===== config.mk =====
export PLATFORM = sky130hd
export DESIGN_NAME = soc_addr_router_flat
export DESIGN_NICKNAME = d
export VERILOG_FILES = /design/src/rtl/soc_addr_router_if.sv /design/src/rtl/soc_addr_router.sv /design/src/flat_wrapper.sv
export SDC_FILE = /design/constraint.sdc
export NUM_CORES = 1
export LEC_CHECK = 0
export ABC_CLOCK_PERIOD_IN_PS = 3500
export BUFFER_PORTS_ARGS = -buffer_cell sky130_fd_sc_hd__clkbuf_2
export CORE_MARGIN = 2
export CORE_UTILIZATION = 30
export DETAILED_ROUTE_END_ITERATION = 12
export PLACE_DENSITY_LB_ADDON = 0.15
export SYNTH_ARGS = -nofsm -noshare
export SYNTH_HDL_FRONTEND = slang
export SYNTH_SLANG_ARGS = --single-unit

===== constraint.sdc =====
create_clock -name clk_i -period 3.5 [get_ports clk_i]
set_input_delay 0 -clock clk_i [delete_from_list [all_inputs] [get_ports clk_i]]
set_output_delay 0 -clock clk_i [all_outputs]
set_load 0.01 [all_outputs]

===== src/rtl/soc_addr_router_if.sv =====
// Request, forwarded-request, target-response and decode-error channels of soc_addr_router.
// The slave modport is the router's view; master is the core/target-side view.
interface soc_addr_router_if #(
   parameter int ADDR_WIDTH = 64,
   parameter int ID_WIDTH   = 4,
   parameter int NUM_SLAVES = 10
);
   logic                  req_valid_i;
   logic                  req_ready_o;
   logic [ADDR_WIDTH-1:0] req_addr_i;
   logic [ID_WIDTH-1:0]   req_id_i;
   logic                  req_we_i;
   logic [NUM_SLAVES-1:0] slv_valid_o;
   logic [NUM_SLAVES-1:0] slv_ready_i;
   logic [ADDR_WIDTH-1:0] slv_addr_o;
   logic [ID_WIDTH-1:0]   slv_id_o;
   logic                  slv_we_o;
   logic [NUM_SLAVES-1:0] rsp_valid_i;
   logic [NUM_SLAVES-1:0] rsp_ready_o;
   logic                  err_rsp_valid_o;
   logic [ID_WIDTH-1:0]   err_rsp_id_o;
   logic                  err_rsp_ready_i;

   modport slave (
      input  req_valid_i, req_addr_i, req_id_i, req_we_i,
      input  slv_ready_i, rsp_valid_i, err_rsp_ready_i,
      output req_ready_o, slv_valid_o, slv_addr_o, slv_id_o, slv_we_o,
      output rsp_ready_o, err_rsp_valid_o, err_rsp_id_o
   );

   modport master (
      output req_valid_i, req_addr_i, req_id_i, req_we_i,
      output slv_ready_i, rsp_valid_i, err_rsp_ready_i,
      input  req_ready_o, slv_valid_o, slv_addr_o, slv_id_o, slv_we_o,
      input  rsp_ready_o, err_rsp_valid_o, err_rsp_id_o
   );
endinterface


===== src/rtl/soc_addr_router.sv =====
// Address-decoding request router: one registered forward stage (1 cycle min), in-order per target, stalls on target switch or full count.
// Optional saturating decode-error counter enabled by SOC_ROUTER_ERR_COUNT_EN.
module soc_addr_router #(
   parameter int ADDR_WIDTH      = 64,
   parameter int ID_WIDTH        = 4,
   parameter int MAX_OUTSTANDING = 8,
   parameter int NUM_SLAVES      = 10
) (
   input  logic                                 clk_i,
   input  logic                                 rst_ni,
   soc_addr_router_if.slave                     bus,
   output logic [$clog2(MAX_OUTSTANDING+1)-1:0] outstanding_o,
   output logic [15:0]                          err_count_o
);
   localparam int CNT_W       = $clog2(MAX_OUTSTANDING + 1);
   localparam int TGT_W       = $clog2(NUM_SLAVES);
   localparam int AX_W        = ADDR_WIDTH + 1;
   localparam int NUM_REGIONS = 10;

   localparam logic [63:0] REGION_BASE [NUM_REGIONS] = '{
      64'h8000_0000, 64'h4000_0000, 64'h3000_0000, 64'h2000_0000, 64'h1800_0000,
      64'h1000_0000, 64'h0C00_0000, 64'h0200_0000, 64'h0001_0000, 64'h0000_0000
   };
   localparam logic [63:0] REGION_LEN [NUM_REGIONS] = '{
      64'h4000_0000, 64'h0000_1000, 64'h0001_0000, 64'h0080_0000, 64'h0000_1000,
      64'h0000_1000, 64'h03FF_FFFF, 64'h000C_0000, 64'h0001_0000, 64'h0000_1000
   };

   typedef enum logic [1:0] {
      IDLE = 2'd0,
      FWD  = 2'd1,
      ERR  = 2'd2
   } state_e;

   state_e                state_q, state_d;
   logic [ADDR_WIDTH-1:0] addr_q, addr_d;
   logic [ID_WIDTH-1:0]   id_q, id_d;
   logic                  we_q, we_d;
   logic [TGT_W-1:0]      tgt_q, tgt_d;
   logic [CNT_W-1:0]      out_q, out_d;

   logic                  dec_hit;
   logic [TGT_W-1:0]      dec_idx;
   logic                  stall;
   logic                  req_ready;
   logic                  fwd_hs;
   logic                  rsp_hs;
   logic [NUM_SLAVES-1:0] tgt_oh;

   // Upper bound computed one bit wider so base+length never wraps.
   always_comb begin
      logic [AX_W-1:0] addr_x;
      logic [AX_W-1:0] lo;
      logic [AX_W-1:0] hi;
      addr_x  = {1'b0, bus.req_addr_i};
      lo      = '0;
      hi      = '0;
      dec_hit = 1'b0;
      dec_idx = '0;
      for (int i = 0; i < NUM_REGIONS; i++) begin
         lo = AX_W'(REGION_BASE[i]);
         hi = lo + AX_W'(REGION_LEN[i]);
         if ((addr_x >= lo) && (addr_x < hi)) begin
            dec_hit = 1'b1;
            dec_idx = TGT_W'(i);
         end
      end
   end

   assign tgt_oh = NUM_SLAVES'(1) << tgt_q;
   assign stall  = (out_q == CNT_W'(MAX_OUTSTANDING)) ||
                   ((out_q != '0) && (!dec_hit || (dec_idx != tgt_q)));
   assign fwd_hs = (state_q == FWD) && bus.slv_ready_i[tgt_q];
   assign rsp_hs = |(bus.rsp_valid_i & bus.rsp_ready_o);

   always_comb begin
      state_d   = state_q;
      addr_d    = addr_q;
      id_d      = id_q;
      we_d      = we_q;
      tgt_d     = tgt_q;
      req_ready = 1'b0;
      case (state_q)
         IDLE: begin
            req_ready = !stall;
            if (bus.req_valid_i && !stall) begin
               id_d = bus.req_id_i;
               if (dec_hit) begin
                  addr_d  = bus.req_addr_i;
                  we_d    = bus.req_we_i;
                  tgt_d   = dec_idx;
                  state_d = FWD;
               end else begin
                  state_d = ERR;
               end
            end
         end
         FWD: begin
            if (bus.slv_ready_i[tgt_q]) begin
               state_d = IDLE;
            end
         end
         ERR: begin
            if (bus.err_rsp_ready_i) begin
               state_d = IDLE;
            end
         end
         default: state_d = IDLE;
      endcase
   end

   always_comb begin
      out_d = out_q;
      if (fwd_hs && !rsp_hs) begin
         out_d = out_q + CNT_W'(1);
      end else if (!fwd_hs && rsp_hs) begin
         out_d = out_q - CNT_W'(1);
      end
   end

   always_ff @(posedge clk_i or negedge rst_ni) begin
      if (!rst_ni) begin
         state_q <= IDLE;
         addr_q  <= '0;
         id_q    <= '0;
         we_q    <= 1'b0;
         tgt_q   <= '0;
         out_q   <= '0;
      end else begin
         state_q <= state_d;
         addr_q  <= addr_d;
         id_q    <= id_d;
         we_q    <= we_d;
         tgt_q   <= tgt_d;
         out_q   <= out_d;
      end
   end

   assign bus.req_ready_o     = req_ready;
   assign bus.slv_valid_o     = (state_q == FWD) ? tgt_oh : '0;
   assign bus.slv_addr_o      = addr_q;
   assign bus.slv_id_o        = id_q;
   assign bus.slv_we_o        = we_q;
   // Only the current target may answer; it is the only one with anything in flight.
   assign bus.rsp_ready_o     = (out_q != '0) ? tgt_oh : '0;
   assign bus.err_rsp_valid_o = (state_q == ERR);
   assign bus.err_rsp_id_o    = id_q;
   assign outstanding_o       = out_q;

`ifdef SOC_ROUTER_ERR_COUNT_EN
   logic        err_hs;
   logic [15:0] err_cnt_q, err_cnt_d;

   assign err_hs = (state_q == ERR) && bus.err_rsp_ready_i;

   always_comb begin
      err_cnt_d = err_cnt_q;
      if (err_hs && (err_cnt_q != 16'hFFFF)) begin
         err_cnt_d = err_cnt_q + 16'd1;
      end
   end

   always_ff @(posedge clk_i or negedge rst_ni) begin
      if (!rst_ni) begin
         err_cnt_q <= '0;
      end else begin
         err_cnt_q <= err_cnt_d;
      end
   end

   assign err_count_o = err_cnt_q;
`else
   assign err_count_o = 16'h0000;
`endif
endmodule


===== src/flat_wrapper.sv =====
// flat-port wrapper written by rule: the top's interface ports become plain ports
module soc_addr_router_flat 
#(
   parameter int ADDR_WIDTH      = 64,
   parameter int ID_WIDTH        = 4,
   parameter int MAX_OUTSTANDING = 8,
   parameter int NUM_SLAVES      = 10
)
  (clk_i, rst_ni, outstanding_o, err_count_o, bus_req_valid_i, bus_req_addr_i, bus_req_id_i, bus_req_we_i, bus_slv_ready_i, bus_rsp_valid_i, bus_err_rsp_ready_i, bus_req_ready_o, bus_slv_valid_o, bus_slv_addr_o, bus_slv_id_o, bus_slv_we_o, bus_rsp_ready_o, bus_err_rsp_valid_o, bus_err_rsp_id_o);
  soc_addr_router_if #(.ADDR_WIDTH(ADDR_WIDTH), .ID_WIDTH(ID_WIDTH), .NUM_SLAVES(NUM_SLAVES)) bus_i ();
  input  logic clk_i;
  input  logic rst_ni;
  output logic [$clog2(MAX_OUTSTANDING+1)-1:0] outstanding_o;
  output logic [15:0] err_count_o;
  input wire logic [$bits(bus_i.req_valid_i)-1:0] bus_req_valid_i;
  input wire logic [$bits(bus_i.req_addr_i)-1:0] bus_req_addr_i;
  input wire logic [$bits(bus_i.req_id_i)-1:0] bus_req_id_i;
  input wire logic [$bits(bus_i.req_we_i)-1:0] bus_req_we_i;
  input wire logic [$bits(bus_i.slv_ready_i)-1:0] bus_slv_ready_i;
  input wire logic [$bits(bus_i.rsp_valid_i)-1:0] bus_rsp_valid_i;
  input wire logic [$bits(bus_i.err_rsp_ready_i)-1:0] bus_err_rsp_ready_i;
  output wire logic [$bits(bus_i.req_ready_o)-1:0] bus_req_ready_o;
  output wire logic [$bits(bus_i.slv_valid_o)-1:0] bus_slv_valid_o;
  output wire logic [$bits(bus_i.slv_addr_o)-1:0] bus_slv_addr_o;
  output wire logic [$bits(bus_i.slv_id_o)-1:0] bus_slv_id_o;
  output wire logic [$bits(bus_i.slv_we_o)-1:0] bus_slv_we_o;
  output wire logic [$bits(bus_i.rsp_ready_o)-1:0] bus_rsp_ready_o;
  output wire logic [$bits(bus_i.err_rsp_valid_o)-1:0] bus_err_rsp_valid_o;
  output wire logic [$bits(bus_i.err_rsp_id_o)-1:0] bus_err_rsp_id_o;
  assign bus_i.req_valid_i = bus_req_valid_i;
  assign bus_i.req_addr_i = bus_req_addr_i;
  assign bus_i.req_id_i = bus_req_id_i;
  assign bus_i.req_we_i = bus_req_we_i;
  assign bus_i.slv_ready_i = bus_slv_ready_i;
  assign bus_i.rsp_valid_i = bus_rsp_valid_i;
  assign bus_i.err_rsp_ready_i = bus_err_rsp_ready_i;
  assign bus_req_ready_o = bus_i.req_ready_o;
  assign bus_slv_valid_o = bus_i.slv_valid_o;
  assign bus_slv_addr_o = bus_i.slv_addr_o;
  assign bus_slv_id_o = bus_i.slv_id_o;
  assign bus_slv_we_o = bus_i.slv_we_o;
  assign bus_rsp_ready_o = bus_i.rsp_ready_o;
  assign bus_err_rsp_valid_o = bus_i.err_rsp_valid_o;
  assign bus_err_rsp_id_o = bus_i.err_rsp_id_o;
  soc_addr_router #(.ADDR_WIDTH(ADDR_WIDTH), .ID_WIDTH(ID_WIDTH), .MAX_OUTSTANDING(MAX_OUTSTANDING), .NUM_SLAVES(NUM_SLAVES)) u_core (.clk_i(clk_i), .rst_ni(rst_ni), .bus(bus_i), .outstanding_o(outstanding_o), .err_count_o(err_count_o));
endmodule

After elaboration in Yosys (flattened, before gate mapping)

Index checks and enable logic that the tools add are counted.

Add/subtract/negate cells: 2
Order comparisons: 20
Equality and inequality tests: 7
Shift-type cells: 1
Mux-type cells: 31
Bitwise gates (word level): 1
Reductions and logical operators: 27

Operators with widths:

| cell                                                          | count |
|---|---|
| >= comparator 64 x 29 -> 1 bit (second input constant)        | 2 |
| >= comparator 64 x 30 -> 1 bit (second input constant)        | 2 |
| less-than comparator 64 x 29 -> 1 bit (second input constant) | 2 |
| less-than comparator 64 x 30 -> 1 bit (second input constant) | 2 |
| >= comparator 64 x 17 -> 1 bit (second input constant)        | 1 |
| >= comparator 64 x 26 -> 1 bit (second input constant)        | 1 |
| >= comparator 64 x 28 -> 1 bit (second input constant)        | 1 |
| >= comparator 64 x 31 -> 1 bit (second input constant)        | 1 |
| >= comparator 64 x 32 -> 1 bit (second input constant)        | 1 |
| less-than comparator 64 x 13 -> 1 bit (second input constant) | 1 |
| less-than comparator 64 x 18 -> 1 bit (second input constant) | 1 |
| less-than comparator 64 x 26 -> 1 bit (second input constant) | 1 |
| less-than comparator 64 x 28 -> 1 bit (second input constant) | 1 |
| less-than comparator 64 x 31 -> 1 bit (second input constant) | 1 |
| less-than comparator 64 x 32 -> 1 bit (second input constant) | 1 |
| two-way mux 10 bit                                            | 2 |
| two-way mux 4 bit                                             | 4 |
| logical AND 1 bit                                             | 14 |
| two-way mux 1 bit                                             | 13 |
| two-way mux 2 bit                                             | 6 |
| two-way mux 3 bit                                             | 4 |
| AND 10 bit                                                    | 1 |
| OR reduction 10 bit                                           | 1 |
| left shift 1 x 4 -> 10 bit (first input constant)             | 1 |
| 18 further kinds                                              | 24 |

Register bits: 79
Input bits: 93
Output and inout port bits: 115
Logic and storage cells: 95

Longest topological paths before layout

Gate-level depths: netlist (run 1).

Depth after elaboration: 20
Gate-level depth with buffers: 15

Worst setup path after synthesis (run 1)

Ideal clock, no wire load.

Path kind: reg-to-reg
Start point: reg u_core.out_q[2], in the netlist u_core.outstanding_o[2]
End point: reg u_core.out_q[3], in the netlist u_core.outstanding_o[3]
Library setup time: 0.128 ns
Data arrival time: 3.025 ns
Setup slack: 0.347 ns
Stages on the path, launching flop included: 15
Path buffers: 0
Period minus slack after synthesis: 3.153 ns
Cell sequence: dfrtp_1 > nor4_1 > or3_1 > nor2_1 > a22o_1 > a221oi_1 > and3_1 > ha_1 > inv_1 > ha_1 > a21o_1 > a21oi_1 > xnor2_1 > nor2_1 > xor2_1

Longest elaborated chain between the ends: 7
Elaborated cells on any way between the ends: 12
Classes of those cells: add/sub: 2; mux: 3; bitwise: 1; reduce/logical: 6

RTL lines:

| element                                                 | line                   | RTL |
|---|---|---|
| start: declaration                                      | soc_addr_router.sv:40  | `logic [CNT_W-1:0] out_q, out_d;` |
| start signal: assignment                                | soc_addr_router.sv:135 | `out_q <= out_d;` |
| nonzero test 4 bit *                                    | soc_addr_router.sv:145 | `assign bus.rsp_ready_o = (out_q != '0) ? tgt_oh : '0;` |
| two-way mux 10 bit *                                    | soc_addr_router.sv:145 |  |
| named net bus_rsp_ready_o[1]                            | flat_wrapper.sv:27     | `output wire logic [$bits(bus_i.rsp_ready_o)-1:0] bus_rsp_ready_o;` |
| AND 10 bit *                                            | soc_addr_router.sv:74  | `assign rsp_hs = \|(bus.rsp_valid_i & bus.rsp_ready_o);` |
| OR reduction 10 bit *                                   | soc_addr_router.sv:74  |  |
| zero test 1 bit                                         | soc_addr_router.sv:114 | `if (fwd_hs && !rsp_hs) begin` |
| logical AND 1 bit                                       | soc_addr_router.sv:114 |  |
| two-way mux 4 bit or nonzero test 2 bit (tied branches) | -                      |  |

The timed path passes the listed nets; every way through them passes the cells marked *. The select of a mux whose other input is x is not followed.
A chain may end at the register's enable or synchronous reset.

Worst setup path after layout (run 1)

Start point: reg u_core.out_q[2], in the netlist u_core.outstanding_o[2]
End point: reg u_core.out_q[3], in the netlist u_core.outstanding_o[3]

Longest elaborated chain between the ends: 7
Elaborated cells on any way between the ends: 12
Classes of those cells: add/sub: 2; mux: 3; bitwise: 1; reduce/logical: 6

RTL lines:

| element                                                 | line |
|---|---|
| nonzero test 4 bit                                      | soc_addr_router.sv:145 |
| two-way mux 10 bit                                      | soc_addr_router.sv:145 |
| AND 10 bit                                              | soc_addr_router.sv:74 |
| OR reduction 10 bit                                     | soc_addr_router.sv:74 |
| zero test 1 bit                                         | soc_addr_router.sv:114 |
| logical AND 1 bit                                       | soc_addr_router.sv:114 |
| two-way mux 4 bit or nonzero test 2 bit (tied branches) | - |

Several ways; a longest one is shown, not always the timed one. The select of a mux whose other input is x is not followed.

==> impl_metrics.env, run 1 <==
export IMPL_cts_resized=0
export IMPL_period_share=0.883
export IMPL_hold_depth=2
export IMPL_synth_cell_type_count=56
export IMPL_die_w_um=119
export IMPL_placed_cells=696
export IMPL_whs_ns=-0.00128
export IMPL_yosysWarnings=0
export IMPL_r2r_end="u_core.outstanding_o[3]$_DFFE_PN0P_"
export IMPL_ios=208
export IMPL_wire_per_inst_um=14.8
export IMPL_hold_class="in -> reg"
export IMPL_cts_tree="yes"
export IMPL_cp_data_arrival_time_ns=3.32
export IMPL_cts_buffers=9
export IMPL_synth_compound_gate_area_share=0.0634
export IMPL_grt_pass1_wl_um=17800
export IMPL_cts_root_buf="clkbuf_16"
export IMPL_initial_core_util=0.310
export IMPL_first_iter_violations=164
export IMPL_pre_cts_ws_ns=0.406
export IMPL_die_area_sq_um=14100
export IMPL_path_max_fanout=6
export IMPL_nFillCells=1217
export IMPL_ir_drop_v=0.000162
export IMPL_synth_area_leader_cell="dfrtp_1"
export IMPL_cts_buffer_depth=2
export IMPL_gp_congestion=0.792
export IMPL_worstSetupPathType="reg -> reg"
export IMPL_violations="negative hold slack"
export IMPL_synth_top_area_share=0.499
export IMPL_cp_required_ns=3.72
export IMPL_drive_above_1_share=0.436
export IMPL_grt_pass1_vias=3557
export IMPL_antenna_found_initial=0
export IMPL_seq_area_frac_synth=0.499
export IMPL_ant_nets=0
export IMPL_whs_endpoint="u_core.bus.slv_addr_o[29]$_DFFE_PN0P_"
export IMPL_overflow=0
export IMPL_synth_area_sq_um=3960
export IMPL_core_area_sq_um=12800
export IMPL_status="complete, but fails checks"
export IMPL_synth_edf_count=0
export IMPL_synth_async_reset_ratio=1.00
export IMPL_relSlewSlack=0.337
export IMPL_insertedDiodeCount=0
export IMPL_port_buffers=191
export IMPL_wl_um=11100
export IMPL_yosys_area_share_xor_xnor=0.00884
export IMPL_cap_violations=0
export IMPL_synth_simple_gate_area_frac=0.196
export IMPL_post_cts_buffers=0
export IMPL_worst_setup_path_end_kind="flop"
export IMPL_area_growth_pct=44.7
export IMPL_synth_ff_type="dfrtp_1"
export IMPL_rrSetupSlack_ns=0.41
export IMPL_synthMuxAreaShare=0.157
export IMPL_synthAdderAreaFrac=0.0145
export IMPL_power_leakage_nw=3.07
export IMPL_power_density_nw_per_um2=393
export IMPL_setup_slack_ns=0.408
export IMPL_max_freq_mhz=323
export IMPL_layout_min_cycle_time_ns=3.09
export IMPL_ys_seq_elements=79
export IMPL_hold_viol=1
export IMPL_setup_viol_count_final=0
export IMPL_ctsHoldBuffers=38
export IMPL_drc=0
export IMPL_drv_slew=0
export IMPL_h_tree_depth=3
export IMPL_grt_use_total=0.161
export IMPL_grt_max_degree=80
export IMPL_num_vias=3456
export IMPL_synthCells=342
export IMPL_first_pass_iters=4
export IMPL_path_clk_slew_ns=0.06
export IMPL_synth_top_family_by_area="simple AND/OR/NAND/NOR gates"
export IMPL_clock_latency_ns=0.35
export IMPL_die_h_um=119
export IMPL_holdCritStartpoint="bus_req_addr_i[29]"
export IMPL_ff2ff_path_depth=15
export IMPL_drt_vias_per_instance=4.61
export IMPL_tightest_slew_ns=0.995
export IMPL_synth_avg_cell_area_sq_um=11.6
export IMPL_fin_cells=750
export IMPL_hpwl_um=8130
export IMPL_cts_sinks=79
export IMPL_final_net_count=670
export IMPL_finalSetupTns_ns=0
export IMPL_final_setup_skew_ns=0.00841
export IMPL_start_kind="flop"
export IMPL_rows=41
export IMPL_synthTopCellsByArea="dfrtp_1 50%, mux2_4 9.5%, and2_1 5.1%"
export IMPL_rsz0062_at_grt="false"
export IMPL_r2r_start="u_core.outstanding_o[2]$_DFFE_PN0P_"
==> critical path, stage by stage, from the launching register on <==
cell and delay, ns:
dfrtp_1 0.43, nor4_1 0.29, buf_4 0.18, or3_1 0.16
nor2_1 0.08, a22o_1 0.24, a221oi_1 0.20, and3_1 0.20
ha_1 0.18, inv_1 0.09, ha_1 0.27, a21o_1 0.15
a21oi_1 0.16, xnor2_1 0.13, nor2_1 0.06, xor2_1 0.14
==> cells in the final DEF (no fill, tap or decap), types with 3 or more instances in the layout <==
| cell | n |
|---|---|
| nand3_1 | 5 |
| or3_1 | 5 |
| nand2_1 | 16 |
| mux2_1 | 9 |
| nor3_1 | 8 |
| and2_1 | 32 |
| clkbuf_2 | 190 |
| o211ai_1 | 3 |
| nor2_1 | 36 |
| xnor2_1 | 3 |
| a21oi_1 | 6 |
| o22ai_1 | 3 |
| dlygate4sd3_1 | 38 |
| conb_1 | 16 |
| buf_4 | 5 |
| nor4_2 | 4 |
| mux2_4 | 25 |
| inv_1 | 7 |
| ha_1 | 3 |
| mux2_2 | 6 |
| clkbuf_16 | 9 |
| nand4_1 | 12 |
| nor4_1 | 10 |
| dfrtp_1 | 79 |
==> cell families after synthesis <==
group                    count (synthesis)
other                                    1
buffers and inverters                   36
XOR/XNOR                                 4
flip-flops                              79
AND/OR/NAND/NOR                        140
multiplexers                            45
AO/OA/AOI/OAI                           33
adder cells (fa/ha/maj)                  4
==> stage by stage <==
stage | util | total power, mW | cell area (sq um)
3_3_place_gp | 0.394 | 1.22 | 5030
4_1_cts | 0.449 | 2.29 | 5730
6_report | 0.449 | 2.26 | 5730
2_1_floorplan | - | 1.11 | 4020
5_1_grt | 0.449 | 2.37 | 5730
3_5_place_dp | 0.394 | 1.22 | 5030
==> how the worst max path moves through the flow <==
stage	startpoint	endpoint
after global placement	u_core.outstanding_o[2]$_DFFE_PN0P_	u_core.outstanding_o[3]$_DFFE_PN0P_
after floorplan	u_core.outstanding_o[2]$_DFFE_PN0P_	u_core.outstanding_o[3]$_DFFE_PN0P_
final	u_core.outstanding_o[2]$_DFFE_PN0P_	u_core.outstanding_o[3]$_DFFE_PN0P_
after CTS	u_core.outstanding_o[2]$_DFFE_PN0P_	u_core.outstanding_o[3]$_DFFE_PN0P_
after global routing	u_core.outstanding_o[1]$_DFFE_PN0P_	u_core.outstanding_o[3]$_DFFE_PN0P_
after detailed placement	u_core.outstanding_o[2]$_DFFE_PN0P_	u_core.outstanding_o[3]$_DFFE_PN0P_
==> registers in the layout, summed over array words and instances, names as in the netlist <==
signal and cells:
u_core.bus.slv_we_o 1, u_core.bus.err_rsp_id_o 4, u_core.tgt_q 4, u_core.outstanding_o 4, u_core.state_q 2, u_core.bus.slv_addr_o 64
==> final cells by class <==
class                   instances  area, sq um  share of cell area
flip-flops and latches         79         1980               0.345
multi-input cells             242         1810               0.315
repair buffers                234         1390               0.242
clock buffers                  10          229              0.0399
well taps                     172          215              0.0375
clock inverters                 6         92.6              0.0161
inverters                       7         26.3             0.00458
==> per-layer routing <==
metal / GRT usage / part of all wire / vias to the layer above
li1: - / - / 1655
met1: 0.193 / 0.42 / 1643
met2: 0.263 / 0.49 / 138
met3: 0.0532 / 0.068 / 20
met4: 0.0685 / 0.023 / 0
met5: 0 / 0 / -
==> Yosys cell counts, types with 2 or more instances <==
master and instances:
nor4_2 4, buf_4 21, mux4_2 2, nor4_1 10
a21o_1 2, dfrtp_1 79, a221oi_1 2, a22o_1 2
xnor2_1 3, mux2i_1 2, mux2_4 25, nand2b_1 2
and2_1 32, mux2_2 6, or3_1 5, nand2_1 16
mux2_1 9, o211ai_1 3, nand3_1 5, a21oi_1 6
buf_6 3, nand4_1 12, clkbuf_1 4, inv_1 7
o22ai_1 3, nor2_1 36, nor3_1 8, o21ai_0 2
ha_1 3, nor2b_1 2
==> power by group <==
group	leakage (nW)	switching (mW)	internal, mW
clock	0.155	0.383	0.631
combinational	1.83	0.139	0.139
sequential	1.08	0.0228	0.940
No activity file was read; power rests on OpenSTA's default activity.
==> run 2, diff against run 1 <==
- CORE_ASPECT_RATIO: default -> 0.5
==> run 2 against run 1 <==
  * The run now ends clean
  * Wire length down 2.3%
  * Via count down 1.6%
  * Die area up 0.40%
  * Clock skew down 0.0046 ns
  * Global-route usage down 0.99 points
  * Power up 3.9%
  * Maximum frequency down 1.8%
  * Sequential share of layout area about the same
  * Worst setup slack worse by 0.058 ns
  * Non-clock buffer count down 2
  * Clock power up 9%
  * Design area about the same
  * Highest routed layer unchanged
==> impl_metrics.env, run 2 (synthesized netlist as in run 1, its figures left out) <==
export IMPL_final_cell_mix="190 x clkbuf_2, 79 x dfrtp_1, 37 x dlygate4sd3_1"
export IMPL_antenna_found_initial=0
export IMPL_rsz0062_at_grt="false"
export IMPL_initial_core_util=0.310
export IMPL_cts_root_buf="clkbuf_16"
export IMPL_cp_data_arrival_time_ns=3.36
export IMPL_final_common_cell="clkbuf_2"
export IMPL_final_setup_skew_ns=0.00377
export IMPL_post_cts_buffers=0
export IMPL_core_area_sq_um=12800
export IMPL_final_net_count=668
export IMPL_first_iter_violations=166
export IMPL_slowest_delay_ns=0.43
export IMPL_cp_num_buf_inv=2
export IMPL_area_growth_pct=44.6
export IMPL_worst_setup_path_end_kind="flop"
export IMPL_die_area_sq_um=14200
export IMPL_placed_cells=693
export IMPL_finalSetupTns_ns=0
export IMPL_cts_sinks=79
export IMPL_overflow=0
export IMPL_first_pass_iters=4
export IMPL_critical_path_slowest_cell="dfrtp_1"
export IMPL_power_density_nw_per_um2=409
export IMPL_power_leakage_nw=3.08
export IMPL_clock_latency_ns=0.33
export IMPL_crit_path_cell_trace="nor4_1 > buf_4 > or3_1 > nor2_1 > a22o_1 > a221oi_1 > and3_1 > ha_1 > inv_1 > ha_1 > a21o_1 > a21oi_1 > xnor2_1 > nor2_1 > xor2_1"
export IMPL_die_w_um=167
export IMPL_grt_use_total=0.151
export IMPL_cts_tree="yes"
export IMPL_port_buffers=191
export IMPL_rows=29
export IMPL_ios=208
export IMPL_whs_ns=0.00513
export IMPL_hpwl_um=8020
export IMPL_wl_um=10800
export IMPL_relSlewSlack=0.316
export IMPL_cap_violations=0
export IMPL_cts_buffer_depth=2
export IMPL_fin_cells=746
export IMPL_path_max_fanout=6
export IMPL_crit_family="simple AND/OR/NAND/NOR gates"
export IMPL_post_route_util=0.449
export IMPL_path_clk_slew_ns=0.06
export IMPL_period_share=0.900
export IMPL_num_vias=3401
export IMPL_grt_max_degree=80
export IMPL_die_h_um=85.3
export IMPL_h_tree_depth=3
export IMPL_worstSetupPathType="reg -> reg"
export IMPL_status="finished, final reports clean"
export IMPL_cp_required_ns=3.71
export IMPL_layout_min_cycle_time_ns=3.15
export IMPL_largest_register_ffs=64
export IMPL_grt_pass1_wl_um=17200
export IMPL_start_kind="flop"
export IMPL_hold_viol=0
export IMPL_max_freq_mhz=317
export IMPL_cts_buffers=9
export IMPL_nFillCells=1220
export IMPL_hold_class="in -> reg"
export IMPL_insertedDiodeCount=0
export IMPL_setup_viol_count_final=0
export IMPL_drive_above_1_share=0.438
export IMPL_gp_congestion=0.822
export IMPL_drv_slew=0
export IMPL_grt_pass1_vias=3326
export IMPL_drc=0
export IMPL_tightest_slew_ns=1.03
export IMPL_wire_per_inst_um=14.5
export IMPL_ant_nets=0
export IMPL_ir_drop_v=0.000284
export IMPL_drt_vias_per_instance=4.56
run 2: metal layers:
layer / wire length, um / track usage / vias to the layer above
met5: 0 / 0 / -
li1: - / - / 1649
met4: 81 / 0.0329 / 0
met1: 4940 / 0.199 / 1636
met2: 5240 / 0.257 / 110
met3: 570 / 0.0331 / 6
run 2: layout make-up:
class / instances / area [sq um] / area share
clock buffer: 9 / 225 / 0.0393
clock inverter: 7 / 128 / 0.0223
inverter: 7 / 26.3 / 0.00458
multi-input combinational: 242 / 1810 / 0.315
sequential: 79 / 1980 / 0.345
tap: 170 / 213 / 0.0371
timing repair buffer: 232 / 1360 / 0.237
run 2: power breakdown:
group / switching [mW] / leakage, nW / internal [mW]
clock network: 0.394 / 0.173 / 0.708
registers: 0.0218 / 1.08 / 0.940
logic: 0.139 / 1.82 / 0.138
run 2: per-stage QoR:
step	total power, mW	area, sq um	setup slack, ns
4_1_cts	2.39	5730	0.300
3_3_place_gp	1.22	5010	0.410
3_5_place_dp	1.22	5010	0.321
6_report	2.34	5730	0.350
5_1_grt	2.45	5730	0.0802
2_1_floorplan	1.11	4020	0.347
run 2: path summary, 6_finish.rpt:
| check | from | to | slack [ns] | depth (start not counted) |
|---|---|---|---|---|
| min in group asynchronous | rst_ni | u_core.tgt_q[1]$_DFFE_PN0P_ | 0.40 | 2 |
| min reg2reg | u_core.bus.slv_addr_o[48]$_DFFE_PN0P_ | u_core.bus.slv_addr_o[48]$_DFFE_PN0P_ | 0.48 | 1 |
| max in group asynchronous | rst_ni | u_core.bus.slv_addr_o[48]$_DFFE_PN0P_ | 2.46 | 2 |
| min | bus_req_addr_i[17] | u_core.bus.slv_addr_o[17]$_DFFE_PN0P_ | 0.005 | 2 |
| max reg2reg | u_core.outstanding_o[2]$_DFFE_PN0P_ | u_core.outstanding_o[3]$_DFFE_PN0P_ | 0.35 | 15 |
| max | u_core.outstanding_o[2]$_DFFE_PN0P_ | u_core.outstanding_o[3]$_DFFE_PN0P_ | 0.35 | 15 |
run 2: timing repair:
action	in CTS	in global routing
hold endpoints to repair	114	0
resized for setup	0	0
hold buffers	37	0
